**src/rtl/mem8x8_ctrl.sv**
```systemverilog
// Sequencer and two-port round-robin arbiter for an unclocked NAND-latch bitcell array.
// Each access runs SETUP, STROBE (STROBE_CYCLES long) and HOLD so sel never moves while rw/data do.
module mem8x8_ctrl #(
  parameter int unsigned ROWS          = 8,
  parameter int unsigned COLS          = 8,
  parameter int unsigned STROBE_CYCLES = 2,
  localparam int unsigned AW           = (ROWS > 1) ? $clog2(ROWS) : 1
) (
  input  logic              i_clk,
  input  logic              i_rst,
  input  logic [1:0]        i_req,
  input  logic [1:0]        i_we,
  input  logic [2*AW-1:0]   i_addr,
  input  logic [2*COLS-1:0] i_wdata,
  output logic [1:0]        o_ack,
  output logic [COLS-1:0]   o_rdata,
  output logic              o_busy,
  output logic [ROWS-1:0]   o_row_sel,
  output logic              o_arr_rw,
  output logic [COLS-1:0]   o_arr_inp,
  input  logic [COLS-1:0]   i_arr_outp
);

  localparam int unsigned CW = (STROBE_CYCLES > 1) ? $clog2(STROBE_CYCLES) : 1;

  typedef enum logic [1:0] {StIdle, StSetup, StStrobe, StHold} state_t;

  state_t          r_state;
  logic [CW-1:0]   r_cnt;
  logic            r_last;
  logic            r_gnt;
  logic [AW-1:0]   r_addr;
  logic [1:0]      r_ack;
  logic [COLS-1:0] r_rdata;
  logic            r_busy;
  logic [ROWS-1:0] r_row_sel;
  logic            r_arr_rw;
  logic [COLS-1:0] r_arr_inp;

  logic            w_any;
  logic            w_gnt;
  logic            w_we_g;
  logic [AW-1:0]   w_addr_g;
  logic [COLS-1:0] w_wdata_g;
  logic [ROWS-1:0] w_row_dec;
  logic            w_addr_ok;

  // On contention the port that was not served last wins.
  assign w_any     = |i_req;
  assign w_gnt     = (i_req == 2'b11) ? ~r_last : i_req[1];
  assign w_we_g    = w_gnt ? i_we[1] : i_we[0];
  assign w_addr_g  = w_gnt ? i_addr[AW +: AW] : i_addr[0 +: AW];
  assign w_wdata_g = w_gnt ? i_wdata[COLS +: COLS] : i_wdata[0 +: COLS];

  // Out-of-range addresses decode to no row at all.
  always_comb begin
    w_row_dec = '0;
    for (int r = 0; r < int'(ROWS); r++) begin
      if (r_addr == AW'(r)) w_row_dec[r] = 1'b1;
    end
  end

  assign w_addr_ok = |w_row_dec;

  always_ff @(posedge i_clk) begin
    if (i_rst) begin
      r_state   <= StIdle;
      r_cnt     <= '0;
      r_last    <= 1'b1;
      r_gnt     <= 1'b0;
      r_addr    <= '0;
      r_ack     <= '0;
      r_rdata   <= '0;
      r_busy    <= 1'b0;
      r_row_sel <= '0;
      r_arr_rw  <= 1'b0;
      r_arr_inp <= '0;
    end else begin
      r_ack <= '0;
      unique case (r_state)
        StIdle: begin
          if (w_any) begin
            r_gnt     <= w_gnt;
            r_last    <= w_gnt;
            r_addr    <= w_addr_g;
            r_arr_rw  <= w_we_g;
            r_arr_inp <= w_we_g ? w_wdata_g : '0;
            r_busy    <= 1'b1;
            r_state   <= StSetup;
          end
        end
        StSetup: begin
          r_row_sel <= w_row_dec;
          r_cnt     <= CW'(STROBE_CYCLES - 1);
          r_state   <= StStrobe;
        end
        StStrobe: begin
          if (r_cnt == '0) begin
            r_row_sel <= '0;
            r_ack     <= r_gnt ? 2'b10 : 2'b01;
            if (!r_arr_rw) r_rdata <= w_addr_ok ? i_arr_outp : '0;
            r_state   <= StHold;
          end else begin
            r_cnt <= r_cnt - 1'b1;
          end
        end
        StHold: begin
          r_arr_rw  <= 1'b0;
          r_arr_inp <= '0;
          r_busy    <= 1'b0;
          r_state   <= StIdle;
        end
        default: r_state <= StIdle;
      endcase
    end
  end

  assign o_ack     = r_ack;
  assign o_rdata   = r_rdata;
  assign o_busy    = r_busy;
  assign o_row_sel = r_row_sel;
  assign o_arr_rw  = r_arr_rw;
  assign o_arr_inp = r_arr_inp;

endmodule

```
**config.mk**
```make
export PLATFORM = sky130hd
export DESIGN_NAME = mem8x8_ctrl
export DESIGN_NICKNAME = d
export VERILOG_FILES = /design/src/rtl/mem8x8_ctrl.sv
export SDC_FILE = /design/constraint.sdc
export NUM_CORES = 1
export LEC_CHECK = 0
export ABC_AREA = 0
export ABC_CLOCK_PERIOD_IN_PS = 1500
export CAP_MARGIN = 25
export CELL_PAD_IN_SITES_DETAIL_PLACEMENT = 1
export CELL_PAD_IN_SITES_GLOBAL_PLACEMENT = 1
export CORE_MARGIN = 2
export CORE_UTILIZATION = 28
export DETAILED_ROUTE_END_ITERATION = 10
export PLACE_DENSITY = 0.72
export SLEW_MARGIN = 40
export SYNTH_ARGS = -nofsm -noshare
export SYNTH_HDL_FRONTEND = slang
export SYNTH_SLANG_ARGS = --single-unit
export TNS_END_PERCENT = 1
```
**constraint.sdc**
```tcl
create_clock -name i_clk -period 1.5 [get_ports i_clk]
set_input_delay 0.45 -clock i_clk [delete_from_list [all_inputs] [get_ports i_clk]]
set_output_delay 0.45 -clock i_clk [all_outputs]
set_load 0.005 [all_outputs]
```
# Yosys cells after proc, flatten, opt, wreduce, memory -nomap -nowiden
# Index checks and enable logic that the tools add are counted.
# op_classes
muxes	28
bitwise_logic	4
addsub	1
eq_ne	13
n_reduce_logical	12
# op_table
cell	n
$mux W8	5
$pmux W8 S2	2
$mux W1	13
$eq A3 B3 Y1 const B	4
$pmux W2 S4	1
$reduce_and A2 Y1	4
$reduce_or A8 Y1	1
$eq A2 B2 Y1 const B	3
$eq A3 B2 Y1 const B	2
$mux W2	3
$pmux W1 S2	3
$ne A2 B2 Y1 const B	2
$not A1 Y1	4
$reduce_bool A2 Y1	2
$eq A3 B1 Y1 const B	1
$logic_not A3 Y1	1
$mux W3	1
$reduce_and A3 Y1	1
$reduce_or A3 Y1	1
$eq A2 B1 Y1 const B	1
$logic_not A2 Y1	1
$reduce_or A2 Y1	1
$sub A1 B1 Y1 const B	1
# word_totals
in_bits	36
regBits	36

# Depth between registers and ports, before layout
# Gate-level depths: netlist (run 1).
# depth
ltp_word	6
ltp_mapped	7
ltp_nobuf	5

# Worst setup path after synthesis (run 1)
# Ideal clock, no wire load.
# synth_timing
path_type	flip-flop to flip-flop
from	reg r_state[0]
to	reg r_arr_inp[0], in the netlist o_arr_inp[0]
t_arrival_ns	1.398
period_less_slack_ns	1.469
setup_ns	0.070
path_stages_with_launch	6
slack_ns	0.031
path_buffers	0
cell_sequence	dfxtp_1 > inv_1 > ha_1 > or3b_4 > a21oi_4 > o2bb2ai_1
# synth_between
elab_chain_cells	3
# synth_lines
item	line	text
start, declared	28	state_t r_state;
start signal, assigned	67	r_state <= StIdle;
start signal, assigned	89	r_state <= StSetup;
start signal, assigned	95	r_state <= StStrobe;
$eq A2 B2 Y1 / $logic_not A2 Y1 (equally long branches)	80	unique case (r_state)
$reduce_bool A2 Y1 (no source line) / $ne A2 B2 Y1 (equally long branches)	--	
$reduce_and A2 Y1 (no source line)	--	
end signal, assigned	87	r_arr_inp <= w_we_g ? w_wdata_g : '0;
end, declared	38	logic [COLS-1:0] r_arr_inp;
# Parallel ways exist; a longest one is shown, timed or not.
# A chain may end at the register's enable or synchronous reset.

# Worst setup path in the final report (run 1)
# layout_timing
from	reg r_state[0]
to	reg r_arr_inp[2], in the netlist o_arr_inp[2]
# Same word-level chain as after synthesis.

==> summary.txt, run 1 <==
Clk Latency, worst-skew pair - 0.29 ns
Die X - 78.4 um
Nets - 276
Worst-Margin Slew - 0.296 ns
initial antenna violation count - 0
Sink Count - 36
DP HPWL - 3.18 mm
max-slew violation count - 0
met2 WL - 2.00 mm
CTS Hold Buffers Added - 0
max_cap viols - 0
crit path DAT - 1.69 ns
final count of hold timing violations - 0
CTS Buf Count - 5
GRT Util Overall - 15.0%
Layout fillers - 639
post-layout util - 45.8%
vias in the first global route - 1439
I/O pins - 64
Total Power - 3.55 mW
CTS clk-pin slew, worst paths - 0.07 ns
WL/cell - 14.2 um
Max H-tree Level - 2
highest routed metal layer - met4
highest-count cells in the layout ignoring fill and taps - clkdlybuf4s50_1, dlygate4sd2_1, dfxtp_1
worst min path class - reg2reg
dpl cells - 300
Root Buffer - clkbuf_8
DRT Pass-1 Iters - 4
Synth Warn # - 0
IO buf count - 63
critical path type - reg2reg
CP endpoint kind - flop
clk buf depth - 2
vias per inst - 4.72
Routability Congestion - 0.774
fin crit share - 97.9%
clk_skew - 0.00830 ns
CP Launch Type - flop
Gate Count Post-Synth - 160
Synth Register Bits - 36
RSZ-0062 raised after global routing - true
Die ar. - 6150 um^2
pin count of the biggest net entering global routing - 22
top_reg_cell synth - dfxtp_1
mapped cell area - 1550 um^2
placed standard-cell area - 2340 um^2
Initial Util - 28.5%
sequential area share after synthesis - 46.5%
Post-Route M1 WL - 1.98 mm
Worst IR Drop VDD - 0.000436 V
Worst EP required - 1.72 ns
Async SR Flop Fraction - 0%
Post-Layout Cell Count - 309
critical path peak fanout - 5
Final Cell Area - 2490 um^2
fmax - 0.681 GHz
Final ANT Viol Nets - 0
status - complete, no violations
area grow syn2layout - 60.5%
Mapped Nets - 200
WL final - 4.37 mm
P_leak - 1.05 nW
commonest non-fill, non-tap cell in the layout - clkdlybuf4s50_1
Post-synth EDFFs - 0
Core Rows - 27
Finish-stage setup viols - 0
Final TNS setup - 0 ns
Initial DRC Count - 49
first-pass GRT wire length - 7.18 mm
residual DRC count - 0
grt ovf - 0
library cells used by synthesis - 35
vias - 1458
max_slew headroom - 80.0%
post-CTS setup buffers - 0
share of cells above drive strength 1 - 21.9%
die height - 78.4 um
antenna cells - 0
PD cells - 1420 nW/um^2
post-synthesis average cell area - 9.69 um^2
fin crit period - 1.47 ns
TritonCTS clock tree - done
Core Region - 5440 um^2
met3 wire len - 313 um
## Yosys cell counts (2+ instances only)
library cell	number	area share (%)
dfxtp_1	36	46
nor2_1	22	5.3
a32oi_1	11	6.2
o2bb2ai_1	9	5.1
and2_1	8	3.2
mux2i_1	8	5.2
a22oi_1	7	3.4
nand2_1	6	1.5
a21oi_1	4	1.3
buf_2	4	1.3
clkbuf_1	4	0.97
ha_1	4	3.2
nand3_1	4	1.3
a311oi_1	3	1.7
inv_1	3	0.73
nor3b_1	3	1.5
a21bo_2	2	1.3
buf_1	2	0.48
nor2b_1	2	0.81
nor3_1	2	0.65
or2_2	2	0.81
## layer usage
layer  up-vias  GRT usage [%]
li1        736              -
met1       667           18.7
met2        48           23.3
met3         7           6.09
met4         0           5.26
met5         -              0
## cell families after synthesis
group,after synthesis,share of synthesized area (%)
AND/OR/NAND/NOR,55,18.4
AO/OA/AOI/OAI,43,22.5
flip-flops,36,46.5
buffers and inverters,14,4.20
multiplexers,8,5.17
adder cells (fa/ha/maj),4,3.23
## worst paths after layout
path	end	cells past startpoint	start	slack, ns
max	o_arr_inp[2]	5	r_state[0]	0.03
min	o_arr_inp[6]	1	o_arr_inp[6]	0.46
max reg2reg	o_arr_inp[2]	5	r_state[0]	0.03
min reg2reg	o_arr_inp[6]	1	o_arr_inp[6]	0.46
## flip-flops by register name, indices dropped and copies added, names as in the netlist, 2 cells and up
register and count:
o_ack 2, o_arr_inp 8, o_rdata 8, o_row_sel 8, r_addr 3, r_state 2
## power by group
part	switching [mW]	internal [mW]
logic	0.712	0.790
registers	0.153	1.16
clock network	0.353	0.373
total	1.22	2.33
## repair_timing
action,in CTS,in global routing
pin swaps,4,2
setup endpoints to repair,46,24
gates cloned,0,1
resized for setup,45,12
## critical path, cell delays in order (launching register included)
cell,delay [ns]
dfxtp_1,0.32
inv_2,0.09
ha_4,0.16
or3b_4,0.43
a21oi_4,0.24
o2bb2ai_1,0.14
## through the flow
step / setup slack (ns) / hold slack (ns)
floorplan: 0.0315 / 0.415
global placement: -0.381 / 0.446
detailed placement: -0.422 / 0.451
CTS: -0.116 / 0.464
global route: -0.0503 / 0.480
finish: 0.0316 / 0.464
## cell type report
cell class / count / area [um^2] / share of cell area (%)
inverter: 3 / 11.3 / 0.452
clock buffer: 7 / 86.3 / 3.47
clock inverter: 1 / 7.51 / 0.302
timing repair buffer: 79 / 728 / 29.3
tap: 72 / 90.1 / 3.62
multi-input combinational: 111 / 831 / 33.4
sequential: 36 / 734 / 29.5
Power figures use the tool's default switching activity.
==> inputs of run 2 (changes only) <==
Settings changed: ABC_AREA 0 to unset, HOLD_SLACK_MARGIN set to 0.02.
==> results of run 2 <==
The final DEF is identical to that of run 1; final timing and power are the same.
==> RTL edit, RTL diff (config.mk and constraints of run 1) <==
Encoding of `state_t`: now one-hot (4 bits for 4 states).
--- a/src/rtl/mem8x8_ctrl.sv
+++ b/src/rtl/mem8x8_ctrl.sv
@@ -23,7 +23,7 @@
 
   localparam int unsigned CW = (STROBE_CYCLES > 1) ? $clog2(STROBE_CYCLES) : 1;
 
-  typedef enum logic [1:0] {StIdle, StSetup, StStrobe, StHold} state_t;
+  typedef enum logic [3:0] {StIdle = 4'b0001, StSetup = 4'b0010, StStrobe = 4'b0100, StHold = 4'b1000} state_t;
 
   state_t          r_state;
   logic [CW-1:0]   r_cnt;
Check against the original RTL: no difference found for any inputs over 10 cycles, from zero or initial values and one cycle with i_rst high; not proved beyond that.
==> RTL edit against run 1 <==
The flow now finishes with violations (setup timing); via count is 17% higher; sequential share of layout area is 1.8 points lower; maximum frequency is 3.9% lower; setup slack worse by 0.060 ns; global-route usage is 0.83 points lower; routed wire length is 15% higher; die area is 13% higher; final cell count is 15% higher; area after synthesis is 14% higher; sequential cell count is 2 higher; final area is 13% higher; critical path type unchanged; critical endpoint is now o_arr_inp[4]; largest cell class unchanged.
Power is not compared: it rests on default switching activity, and its combinational part moved more than twofold at a synthesized area within 25%.
==> RTL edit: results (changes against run 1) <==
Synth
  – Complex-gate fraction of the synthesized area: 17.33% (was 22.52%)
  – Syn_nets: 227 (was 200)
  – Post-synthesis mux area share: 11.43% (was 5.165%)
  – Sequential area share after synthesis: 43.18% (was 46.49%)
  – Synth Area in Adders: 0% (was 3.228%)
  – Syn_area_per_cell: 9.224 um^2 (was 9.689 um^2)
  – Most area-consuming cells after synthesis: dfxtp_1 (43%), mux2i_1 (11%), a22o_1 (4.5%), a21oi_1 (4.3%), o21ai_0 (3.7%) (was dfxtp_1 (46%), a32oi_1 (6.2%), nor2_1 (5.3%), mux2i_1 (5.2%), o2bb2ai_1 (5.1%))

Finish
  – Non-clk buf share: 32.17% (was 29.26%)
  – Final Instance Count excl. Fillers: 356 (was 309)
  – Multi-input combinational gate total: 133 (was 111)
  – Final Net Count: 318 (was 276)
  – Post-route cell area: 2824 um^2 (was 2489 um^2)
  – ClkCell Share: 2.924% (was 3.771%)
  – Non-clock buffers: 100 (was 79)
  – Clock buffer count: 6 (was 7)
  – Share of cells above drive strength 1: 26.33% (was 21.94%)
  – Fillers: 698 (was 639)
  – FF/Latch Area: 782.0 um^2 (was 734.5 um^2)
  – Invs w/o clock: 4 (was 3)

Run status
  – Status: finished, violations left (was completed)
  – Violated checks: setup timing

Detailed routing
  – Initial DRC Count: 22 (was 49)
  – Met1 wire length: 2323 um (was 1981 um)
  – Met3 wire len: 288 um (was 313 um)
  – First-pass DRT Iterations: 3 (was 4)
  – Routed via count: 1700 (was 1458)
  – Routed len/inst: 14.17 um (was 14.15 um)
  – Met2 routed WL: 2394 um (was 2002 um)

Timing
  – Setup violators final: 12 (was 0)
  – Final WS setup: -0.02873 ns (was 0.03164 ns)
  – Worst hold margin: 0.4745 ns (was 0.4636 ns)
  – Setup_tns: -0.1587 ns (was 0 ns)

Place
  – HPWL Detailed: 3952 um (was 3185 um)
  – Worst slack, placed: -0.3666 ns (was -0.4221 ns)
  – DP Area: 2695 um^2 (was 2337 um^2)
  – Routability-driven placement congestion ratio: 0.7459 (was 0.7740)

Worst setup path
  – Slowest cell on crit path: or4b_4 (was or3b_4)
  – Worst path max stage delay: 0.57 ns (was 0.43 ns)
  – Crit path DAT: 1.75 ns (was 1.69 ns)

GRT
  – Met2 usage: 24.19% (was 23.28%)
  – First-pass GRT wire length: 8169 um (was 7182 um)
  – Pin count of the biggest net entering global routing: 16 (was 22)
  – Vias in the first global route: 1765 (was 1439)

Clock network
  – Clock sinks: 38 (was 36)
-- RTL edit: cell count changes after synthesis, sizes merged, moves of 9 or more --
cell | run 1 | this run
o21ai | 2 | 13
nor2 | 22 | 4
mux2i | 8 | 19
nand2 | 6 | 17
o2bb2ai | 9 | 0
a21oi | 5 | 15
a32oi | 11 | 0
a22o | 0 | 9
-- RTL edit: what timing repair did --
action / 4_1_cts / 5_1_grt
endpoints found under the setup margin: 56 / 31
cloned: 0 / 0
pin swaps: 3 / 1
setup buffers: 0 / 1
resized for setup: 43 / 15
-- RTL edit: final timing paths --
kind                  endpoint  depth (start not counted)    startpoint
setup reg to reg  o_arr_inp[4]                          4    r_state[1]
setup / recovery  o_arr_inp[4]                          4    r_state[1]
hold / removal    o_row_sel[7]                          2  o_row_sel[7]
hold reg to reg   o_row_sel[7]                          2  o_row_sel[7]
-- RTL edit: report_power, final --
group	leakage, nW	internal (mW)	switching, mW
registers	0.316	1.07	0.0565
clock network	0.0431	0.354	0.332
logic	0.951	0.343	0.252
total	1.31	1.77	0.640
